--- src/rtl/mpsoc_apb_gpio_if.sv ---
// APB responder bus bundle for mpsoc_apb_gpio.
// master drives the request side; slave returns data, ready and error.
interface mpsoc_apb_gpio_if #(
  parameter int PADDR_SIZE = 4,
  parameter int PDATA_SIZE = 8
);
  logic                  PSEL;
  logic                  PENABLE;
  logic                  PWRITE;
  logic                  PSTRB;
  logic [2:0]            PPROT;
  logic [PADDR_SIZE-1:0] PADDR;
  logic [PDATA_SIZE-1:0] PWDATA;
  logic [PDATA_SIZE-1:0] PRDATA;
  logic                  PREADY;
  logic                  PSLVERR;

  modport master (
    output PSEL, PENABLE, PWRITE, PSTRB, PPROT, PADDR, PWDATA,
    input  PRDATA, PREADY, PSLVERR
  );

  modport slave (
    input  PSEL, PENABLE, PWRITE, PSTRB, PPROT, PADDR, PWDATA,
    output PRDATA, PREADY, PSLVERR
  );
endinterface

--- src/rtl/mpsoc_apb_gpio.sv ---
// APB GPIO block: mode/direction/output registers, synchronized inputs and
// optional per-pin interrupts.
// Optional feature: define MPSOC_APB_GPIO_IRQ_EN to build the interrupt
// registers (addresses 4-7) and irq_o; otherwise those addresses read 0,
// ignore writes without error, and irq_o is 0.

// One GPIO pin: input synchronizer plus (optionally) its interrupt status bit.
module mpsoc_apb_gpio_lane #(
  parameter int SYNC_DEPTH = 3
) (
  input  logic clk,
  input  logic rst,
  input  logic pin,
  input  logic irq_en,
  input  logic irq_type,
  input  logic irq_pol,
  input  logic sts_clr,
  output logic pin_q,
  output logic sts
);
  localparam int SD = (SYNC_DEPTH < 2) ? 2 : SYNC_DEPTH;

  logic [SD-1:0] sync;

  // synchronizer chain; the last stage is the INPUT register bit
  always_ff @(posedge clk or posedge rst)
    if (rst) sync <= '0;
    else     sync <= {sync[SD-2:0], pin};

  assign pin_q = sync[SD-1];

`ifdef MPSOC_APB_GPIO_IRQ_EN
  logic pin_d;
  logic hit;

  // previous INPUT value, used to spot an edge
  always_ff @(posedge clk or posedge rst)
    if (rst) pin_d <= 1'b0;
    else     pin_d <= pin_q;

  // level: pin at polarity; edge: pin just moved to polarity
  assign hit = irq_en & (pin_q == irq_pol) & (~irq_type | (pin_q != pin_d));

  // sticky status; a same-cycle set beats the W1C clear
  always_ff @(posedge clk or posedge rst)
    if (rst) sts <= 1'b0;
    else     sts <= hit | (sts & ~sts_clr);
`else
  logic unused_irq;
  assign unused_irq = ^{irq_en, irq_type, irq_pol, sts_clr};
  assign sts = 1'b0;
`endif
endmodule

module mpsoc_apb_gpio #(
  parameter int PADDR_SIZE = 4,
  parameter int PDATA_SIZE = 8,
  parameter int SYNC_DEPTH = 3
) (
  input  logic                  PCLK,
  input  logic                  PRESET,
  mpsoc_apb_gpio_if.slave       apb,
  input  logic [PDATA_SIZE-1:0] gpio_i,
  output logic [PDATA_SIZE-1:0] gpio_o,
  output logic [PDATA_SIZE-1:0] gpio_oe,
  output logic                  irq_o
);
  localparam logic [2:0] A_MODE = 3'd0;
  localparam logic [2:0] A_DIR  = 3'd1;
  localparam logic [2:0] A_OUT  = 3'd2;
  localparam logic [2:0] A_IN   = 3'd3;
`ifdef MPSOC_APB_GPIO_IRQ_EN
  localparam logic [2:0] A_IEN  = 3'd4;
  localparam logic [2:0] A_ITYP = 3'd5;
  localparam logic [2:0] A_IPOL = 3'd6;
  localparam logic [2:0] A_ISTS = 3'd7;
`endif

  logic [PDATA_SIZE-1:0] mode_r, dir_r, out_r, in_q;
  logic [PDATA_SIZE-1:0] irq_en_r, irq_type_r, irq_pol_r, irq_sts, sts_clr;
  logic [PDATA_SIZE-1:0] rd_mux, prdata_r;
  logic [2:0]            addr;
  logic                  unmapped, setup, wr_en, err_r;
  logic                  unused_prot;

  assign unused_prot = ^apb.PPROT;

  assign addr     = apb.PADDR[2:0];
  assign unmapped = |(apb.PADDR >> 3);
  assign setup    = apb.PSEL & ~apb.PENABLE;
  assign wr_en    = apb.PSEL & apb.PENABLE & apb.PWRITE & apb.PSTRB & ~unmapped;

  // register read mux; unbuilt addresses read 0
  always_comb begin
    rd_mux = '0;
    case (addr)
      A_MODE: rd_mux = mode_r;
      A_DIR:  rd_mux = dir_r;
      A_OUT:  rd_mux = out_r;
      A_IN:   rd_mux = in_q;
`ifdef MPSOC_APB_GPIO_IRQ_EN
      A_IEN:  rd_mux = irq_en_r;
      A_ITYP: rd_mux = irq_type_r;
      A_IPOL: rd_mux = irq_pol_r;
      A_ISTS: rd_mux = irq_sts;
`endif
      default: rd_mux = '0;
    endcase
  end

  // pin control registers; INPUT is read-only and ignores writes
  always_ff @(posedge PCLK or posedge PRESET)
    if (PRESET) begin
      mode_r <= '0;
      dir_r  <= '0;
      out_r  <= '0;
    end else if (wr_en) begin
      case (addr)
        A_MODE:  mode_r <= apb.PWDATA;
        A_DIR:   dir_r  <= apb.PWDATA;
        A_OUT:   out_r  <= apb.PWDATA;
        default: ;
      endcase
    end

`ifdef MPSOC_APB_GPIO_IRQ_EN
  // interrupt configuration registers
  always_ff @(posedge PCLK or posedge PRESET)
    if (PRESET) begin
      irq_en_r   <= '0;
      irq_type_r <= '0;
      irq_pol_r  <= '0;
    end else if (wr_en) begin
      case (addr)
        A_IEN:   irq_en_r   <= apb.PWDATA;
        A_ITYP:  irq_type_r <= apb.PWDATA;
        A_IPOL:  irq_pol_r  <= apb.PWDATA;
        default: ;
      endcase
    end

  assign sts_clr = (wr_en && addr == A_ISTS) ? apb.PWDATA : '0;
`else
  assign irq_en_r   = '0;
  assign irq_type_r = '0;
  assign irq_pol_r  = '0;
  assign sts_clr    = '0;
`endif

  // capture read data and error in setup so both hold through the access phase
  always_ff @(posedge PCLK or posedge PRESET)
    if (PRESET) begin
      prdata_r <= '0;
      err_r    <= 1'b0;
    end else if (setup) begin
      prdata_r <= unmapped ? '0 : rd_mux;
      err_r    <= unmapped;
    end

  assign apb.PRDATA  = prdata_r;
  assign apb.PREADY  = 1'b1;
  assign apb.PSLVERR = apb.PSEL & apb.PENABLE & err_r;

  for (genvar i = 0; i < PDATA_SIZE; i++) begin : g_lane
    mpsoc_apb_gpio_lane #(.SYNC_DEPTH(SYNC_DEPTH)) u_lane (
      .clk      (PCLK),
      .rst      (PRESET),
      .pin      (gpio_i[i]),
      .irq_en   (irq_en_r[i]),
      .irq_type (irq_type_r[i]),
      .irq_pol  (irq_pol_r[i]),
      .sts_clr  (sts_clr[i]),
      .pin_q    (in_q[i]),
      .sts      (irq_sts[i])
    );
  end

  // open-drain pins never drive 1: they release (oe=0) instead
  assign gpio_o  = out_r & ~mode_r;
  assign gpio_oe = dir_r & (~mode_r | ~out_r);
  assign irq_o   = |irq_sts;
endmodule

--- src/flat_wrapper.sv ---
// flat-port wrapper written by rule: the top's interface ports become plain ports
module mpsoc_apb_gpio_flat 
#(
  parameter int PADDR_SIZE = 4,
  parameter int PDATA_SIZE = 8,
  parameter int SYNC_DEPTH = 3
)
  (PCLK, PRESET, gpio_i, gpio_o, gpio_oe, irq_o, apb_PSEL, apb_PENABLE, apb_PWRITE, apb_PSTRB, apb_PPROT, apb_PADDR, apb_PWDATA, apb_PRDATA, apb_PREADY, apb_PSLVERR);
  mpsoc_apb_gpio_if #(.PADDR_SIZE(PADDR_SIZE), .PDATA_SIZE(PDATA_SIZE)) apb_i ();
  input  logic PCLK;
  input  logic PRESET;
  input  logic [PDATA_SIZE-1:0] gpio_i;
  output logic [PDATA_SIZE-1:0] gpio_o;
  output logic [PDATA_SIZE-1:0] gpio_oe;
  output logic irq_o;
  input wire logic [$bits(apb_i.PSEL)-1:0] apb_PSEL;
  input wire logic [$bits(apb_i.PENABLE)-1:0] apb_PENABLE;
  input wire logic [$bits(apb_i.PWRITE)-1:0] apb_PWRITE;
  input wire logic [$bits(apb_i.PSTRB)-1:0] apb_PSTRB;
  input wire logic [$bits(apb_i.PPROT)-1:0] apb_PPROT;
  input wire logic [$bits(apb_i.PADDR)-1:0] apb_PADDR;
  input wire logic [$bits(apb_i.PWDATA)-1:0] apb_PWDATA;
  output wire logic [$bits(apb_i.PRDATA)-1:0] apb_PRDATA;
  output wire logic [$bits(apb_i.PREADY)-1:0] apb_PREADY;
  output wire logic [$bits(apb_i.PSLVERR)-1:0] apb_PSLVERR;
  assign apb_i.PSEL = apb_PSEL;
  assign apb_i.PENABLE = apb_PENABLE;
  assign apb_i.PWRITE = apb_PWRITE;
  assign apb_i.PSTRB = apb_PSTRB;
  assign apb_i.PPROT = apb_PPROT;
  assign apb_i.PADDR = apb_PADDR;
  assign apb_i.PWDATA = apb_PWDATA;
  assign apb_PRDATA = apb_i.PRDATA;
  assign apb_PREADY = apb_i.PREADY;
  assign apb_PSLVERR = apb_i.PSLVERR;
  mpsoc_apb_gpio #(.PADDR_SIZE(PADDR_SIZE), .PDATA_SIZE(PDATA_SIZE), .SYNC_DEPTH(SYNC_DEPTH)) u_core (.PCLK(PCLK), .PRESET(PRESET), .apb(apb_i), .gpio_i(gpio_i), .gpio_o(gpio_o), .gpio_oe(gpio_oe), .irq_o(irq_o));
endmodule
--- config.mk ---
export PLATFORM = sky130hd
export DESIGN_NAME = mpsoc_apb_gpio_flat
export DESIGN_NICKNAME = d
export VERILOG_FILES = /design/src/rtl/mpsoc_apb_gpio_if.sv /design/src/rtl/mpsoc_apb_gpio.sv /design/src/flat_wrapper.sv
export SDC_FILE = /design/constraint.sdc
export NUM_CORES = 1
export LEC_CHECK = 0
export ABC_AREA = 1
export CORE_MARGIN = 2
export CORE_UTILIZATION = 44
export CTS_BUF_LIST = sky130_fd_sc_hd__clkbuf_4 sky130_fd_sc_hd__clkbuf_8 sky130_fd_sc_hd__clkbuf_16
export DETAILED_ROUTE_END_ITERATION = 10
export GPL_TIMING_DRIVEN = 0
export PLACE_DENSITY = 0.84
export SLEW_MARGIN = 20
export SYNTH_ARGS = -nofsm -noshare
export SYNTH_HDL_FRONTEND = slang
export SYNTH_SLANG_ARGS = --single-unit
--- constraint.sdc ---
create_clock -name PCLK -period 1.8 [get_ports PCLK]
set_input_delay 0.36 -clock PCLK [delete_from_list [all_inputs] [get_ports PCLK]]
set_output_delay 0.36 -clock PCLK [all_outputs]
set_load 0.005 [all_outputs]
Word-level counts from Yosys, hierarchy flattened
Index checks and enable logic that the tools add are counted.
{"block": "op_classes", "bitwise": 13, "n_mux": 2, "eq_ne": 3, "reduce_logical": 4}
{"cell": "8-bit one-hot mux with 4 select lines", "count": 1}
{"cell": "8-bit AND", "count": 2}
{"cell": "8-bit NOT", "count": 2}
{"cell": "8-bit two-way mux", "count": 1}
{"cell": "8-bit OR", "count": 1}
{"cell": "1-bit AND", "count": 6}
{"cell": "3-bit by 2-bit == test with 1-bit output (second input constant)", "count": 2}
{"cell": "2-bit AND reduction", "count": 3}
{"cell": "3-bit by 1-bit == test with 1-bit output (second input constant)", "count": 1}
{"cell": "3-bit logical NOT", "count": 1}
{"cell": "1-bit NOT", "count": 2}
{"block": "totals", "in_bits": 29, "regBits": 57, "output_inout_bits": 27}

Logic depth before layout (Yosys ltp)
{"block": "logic_depth", "ltp_word": 5, "depth_mapped": 7, "mapped_depth_nobuf": 6}

Modules after synthesis
From an unflattened synthesis, not the netlist that was laid out.
{"block": "unflattened", "cells_unflattened": 271, "hier_area_um2": 2598.7}
{"mod": "mpsoc_apb_gpio", "area_per_inst_um2": 1878.1, "seq_area_each_um2": 825.8, "cells_per_inst": 223, "n_inst": 1}
{"mod": "mpsoc_apb_gpio_lane", "area_per_inst_um2": 90.1, "seq_area_each_um2": 75.1, "cells_per_inst": 6, "n_inst": 8}

Least setup slack after synthesis
Ideal clock, no wire load.
{"block": "synth_timing", "path_kind": "input to register", "start": "input port apb_PADDR[1]", "end": "register u_core.mode_r[5]", "cell_stages": 6, "required_time_ns": 1.679, "path_slack_ns": 0.551, "arrival_time_ns": 1.128, "path_buffers": 2, "path_cell_list": "buf_2 > nor3_1 > nand2_1 > buf_4 > nand2_1 > o21ai_1"}
{"block": "synth_between", "elab_chain_len": 2}
{"element": "start: declaration", "line": "flat_wrapper.sv:21", "rtl": "input wire logic [$bits(apb_i.PADDR)-1:0] apb_PADDR;"}
{"element": "3-bit logical NOT", "line": "mpsoc_apb_gpio.sv:118", "rtl": "case (addr)"}
{"element": "2-bit AND reduction (no source line)"}
{"element": "end signal: assignment", "line": "mpsoc_apb_gpio.sv:119", "rtl": "A_MODE: mode_r <= apb.PWDATA;"}
{"element": "end: declaration", "line": "mpsoc_apb_gpio.sv:79", "rtl": "logic [PDATA_SIZE-1:0] mode_r, dir_r, out_r, in_q;"}
No other way between the ends.
A chain may end at the register's enable or synchronous reset.

Final worst setup path
{"block": "layout_timing", "start": "register u_core.mode_r[3]", "end": "output port gpio_oe[3]"}
{"block": "layout_between", "elab_chain_len": 3}
{"element": "8-bit NOT", "line": "mpsoc_apb_gpio.sv:180", "rtl": "assign gpio_oe = dir_r & (~mode_r | ~out_r);"}
{"element": "8-bit OR", "line": "mpsoc_apb_gpio.sv:180"}
{"element": "8-bit AND", "line": "mpsoc_apb_gpio.sv:180"}
{"element": "end: declaration", "line": "flat_wrapper.sv:14", "rtl": "output logic [PDATA_SIZE-1:0] gpio_oe;"}
No other way between the ends.

==> out/metrics.cfg <==
[worst_setup_path]
critPathArrivalTime_ps=1430
worst-setup-path-type=flip-flop to output port
required_ps=1440
max_stage_delay_ps=530
worstPathCellList=a21boi_1 > clkdlybuf4s50_1
end_kind=output port
cp_max_fo=3
slowest_stage=clkdlybuf4s50_1
crit_path_start_kind=flip-flop

[routing]
post_drt_wl_per_cell_um=13.4
vias=1956
drtIter0Drc=263
viasPerCell=4.93
final_antenna_net_count=0
drtPass1Iterations=4
drc=0
wl_um=5320

[layout]
fin_util=0.648
layout_commonest_cell=nand2_1
mostFrequentLayoutCells=nand2_1, dfrtp_1, clkdlybuf4s50_1
diodes=0
area_growth_syn_to_layout_pct=43.0
fill_cells=419
finalNetCount=351
drive_gt1_frac=0.168

[synth]
synth-seq-area-share=0.616
synth.distinct_cells=18
synthCells=245
syn_area_per_cell_um2=9.45
ys_ff_latch=57
yosys_warnings=0
synth_area_um2=2310
syn-num-nets=274

[clock_tree]
cts_buffer_depth=2
clock_latency_ps=340
postCtsHoldBufs=0
clk_pin_slew_ps=60
cts-root-buf=clkbuf_8
h-tree-depth=3
numCtsBuffers=9
cts_tree=built
cts_sinks=57

[die]
ios=56
die_area_um2=5860
die_y_um=76.5
num_rows=26
die_w_um=76.5
initial_core_util=0.453
coreArea_um2=5110

[sta]
tns_ps=0
fmax_ghz=0.560
tightest_slew_ps=690
fin_skew_ps=5.14
finalSetupViolCount=0
relSlewSlack=0.537
min_period_ps=1790
period_share=0.993
report.final.slew_viol_count=0
hold-worst-slack_ps=333
hold_viol=0
worst_slack_ps=13.4

[global_route]
overflow=0
grt_use_total=0.198
grt_max_degree=39
grt_first_pass_wirelength_um=8830
first_global_vias=1936
antenna_found_initial=0

[placed_design]
dp_slack_ps=-150
dpl.hpwl_um=3650
place.gp.congestion=0.793
io_buffers=49

[status]
status=finished clean

[pwr]
powerDensity_nw_per_um2=970
totalPowerFinal_w=0.00321
p_leak_nw=1.75
vdd_drop_max_mv=0.732

[run]
cap_violations=0

[hold_path]
hp-class=input port to asynchronous set/reset pin

[worst max-delay path, delay by kind of cell, from the launching register on]
kind | cells | cell delay, ps
flops | 1 | 400
buf+inv | 1 | 530
compound gates | 1 | 160
[registers in the layout (all words and copies together), names as in the netlist]
| register | count |
|---|---|
| u_core.apb.PRDATA | 8 |
| u_core.dir_r | 8 |
| u_core.err_r | 1 |
| u_core.g_lane.u_lane.sync | 24 |
| u_core.mode_r | 8 |
| u_core.out_r | 8 |
[where the power goes]
part | leakage, nW | switching [W] | internal, W
Clock | 0.123 | 0.000479 | 0.000969
Sequential | 0.729 | 0.0000489 | 0.00136
Combinational | 0.894 | 0.000164 | 0.000191
[layer usage]
metal	vias to the layer above	share of wire	GRT usage	routed length [um]
li1	956	-	-	-
met1	909	0.40	0.239	2150
met2	73	0.50	0.311	2660
met3	18	0.062	0.0735	329
met4	0	0.033	0.102	176
met5	-	0	0	0
[stage by stage]
step	instance area, um2	instances
2_1_floorplan	2310	245
3_3_place_gp	2890	364
3_5_place_dp	2910	365
4_1_cts	3220	388
5_1_grt	3310	397
6_report	3310	397
[path summary, 6_finish.rpt]
path / startpoint / to / slack [ps] / cells after the start
max reg2reg: u_core.out_r[0] / u_core.apb.PRDATA[0] / 670 / 6
min in group PCLK: u_core.g_lane[3].u_lane.sync[0] / u_core.g_lane[3].u_lane.sync[1] / 350 / 0
min reg2reg: u_core.g_lane[3].u_lane.sync[0] / u_core.g_lane[3].u_lane.sync[1] / 350 / 0
max: u_core.mode_r[3] / gpio_oe[3] / 10 / 2
max in group asynchronous: PRESET / u_core.g_lane[0].u_lane.sync[1] / 930 / 3
min: PRESET / u_core.mode_r[1] / 330 / 2
[cells in the mapped netlist]
cell | n | area [um2]
nor3_2 | 1 | 10.0
clkbuf_1 | 2 | 7.51
nand4_1 | 16 | 100
conb_1 | 2 | 7.51
nor2_4 | 1 | 11.3
buf_2 | 4 | 20.0
nand2_1 | 62 | 233
o21ai_1 | 32 | 160
a21boi_0 | 8 | 60.1
inv_2 | 2 | 7.51
nand2_2 | 1 | 6.26
nor3_1 | 3 | 15.0
inv_1 | 19 | 71.3
nand3_1 | 16 | 80.1
a21oi_1 | 1 | 5.00
dfrtp_1 | 57 | 1430
buf_4 | 7 | 52.6
nor2_1 | 11 | 41.3
[final cells by class]
cell class | count | area (um2) | share of cell area
flip-flops and latches | 57 | 1430 | 0.431
multi-input cells | 154 | 743 | 0.224
repair buffers | 66 | 647 | 0.195
clock buffers | 11 | 145 | 0.0438
clock inverters | 5 | 103 | 0.0310
well taps | 70 | 87.6 | 0.0265
plain buffers | 13 | 80.1 | 0.0242
inverters | 21 | 78.8 | 0.0238
[logic make-up (layout without fill, tap and decap cells)]
| family | after synthesis | count (layout) | synth area share |
|---|---|---|---|
| AO/OA/AOI/OAI | 41 | 41 | 0.0973 |
| buffers and inverters | 34 | 116 | 0.0687 |
| flip-flops | 57 | 57 | 0.616 |
| other | 2 | 2 | 0.00324 |
| AND/OR/NAND/NOR | 111 | 111 | 0.215 |
[what timing repair did]
action / CTS / global route
gates resized for setup: 14 / 10
pin swaps: 1 / 2
setup endpoints to repair: 10 / 13
setup buffers: 7 / 9
(Power assumes the default switching activity.)
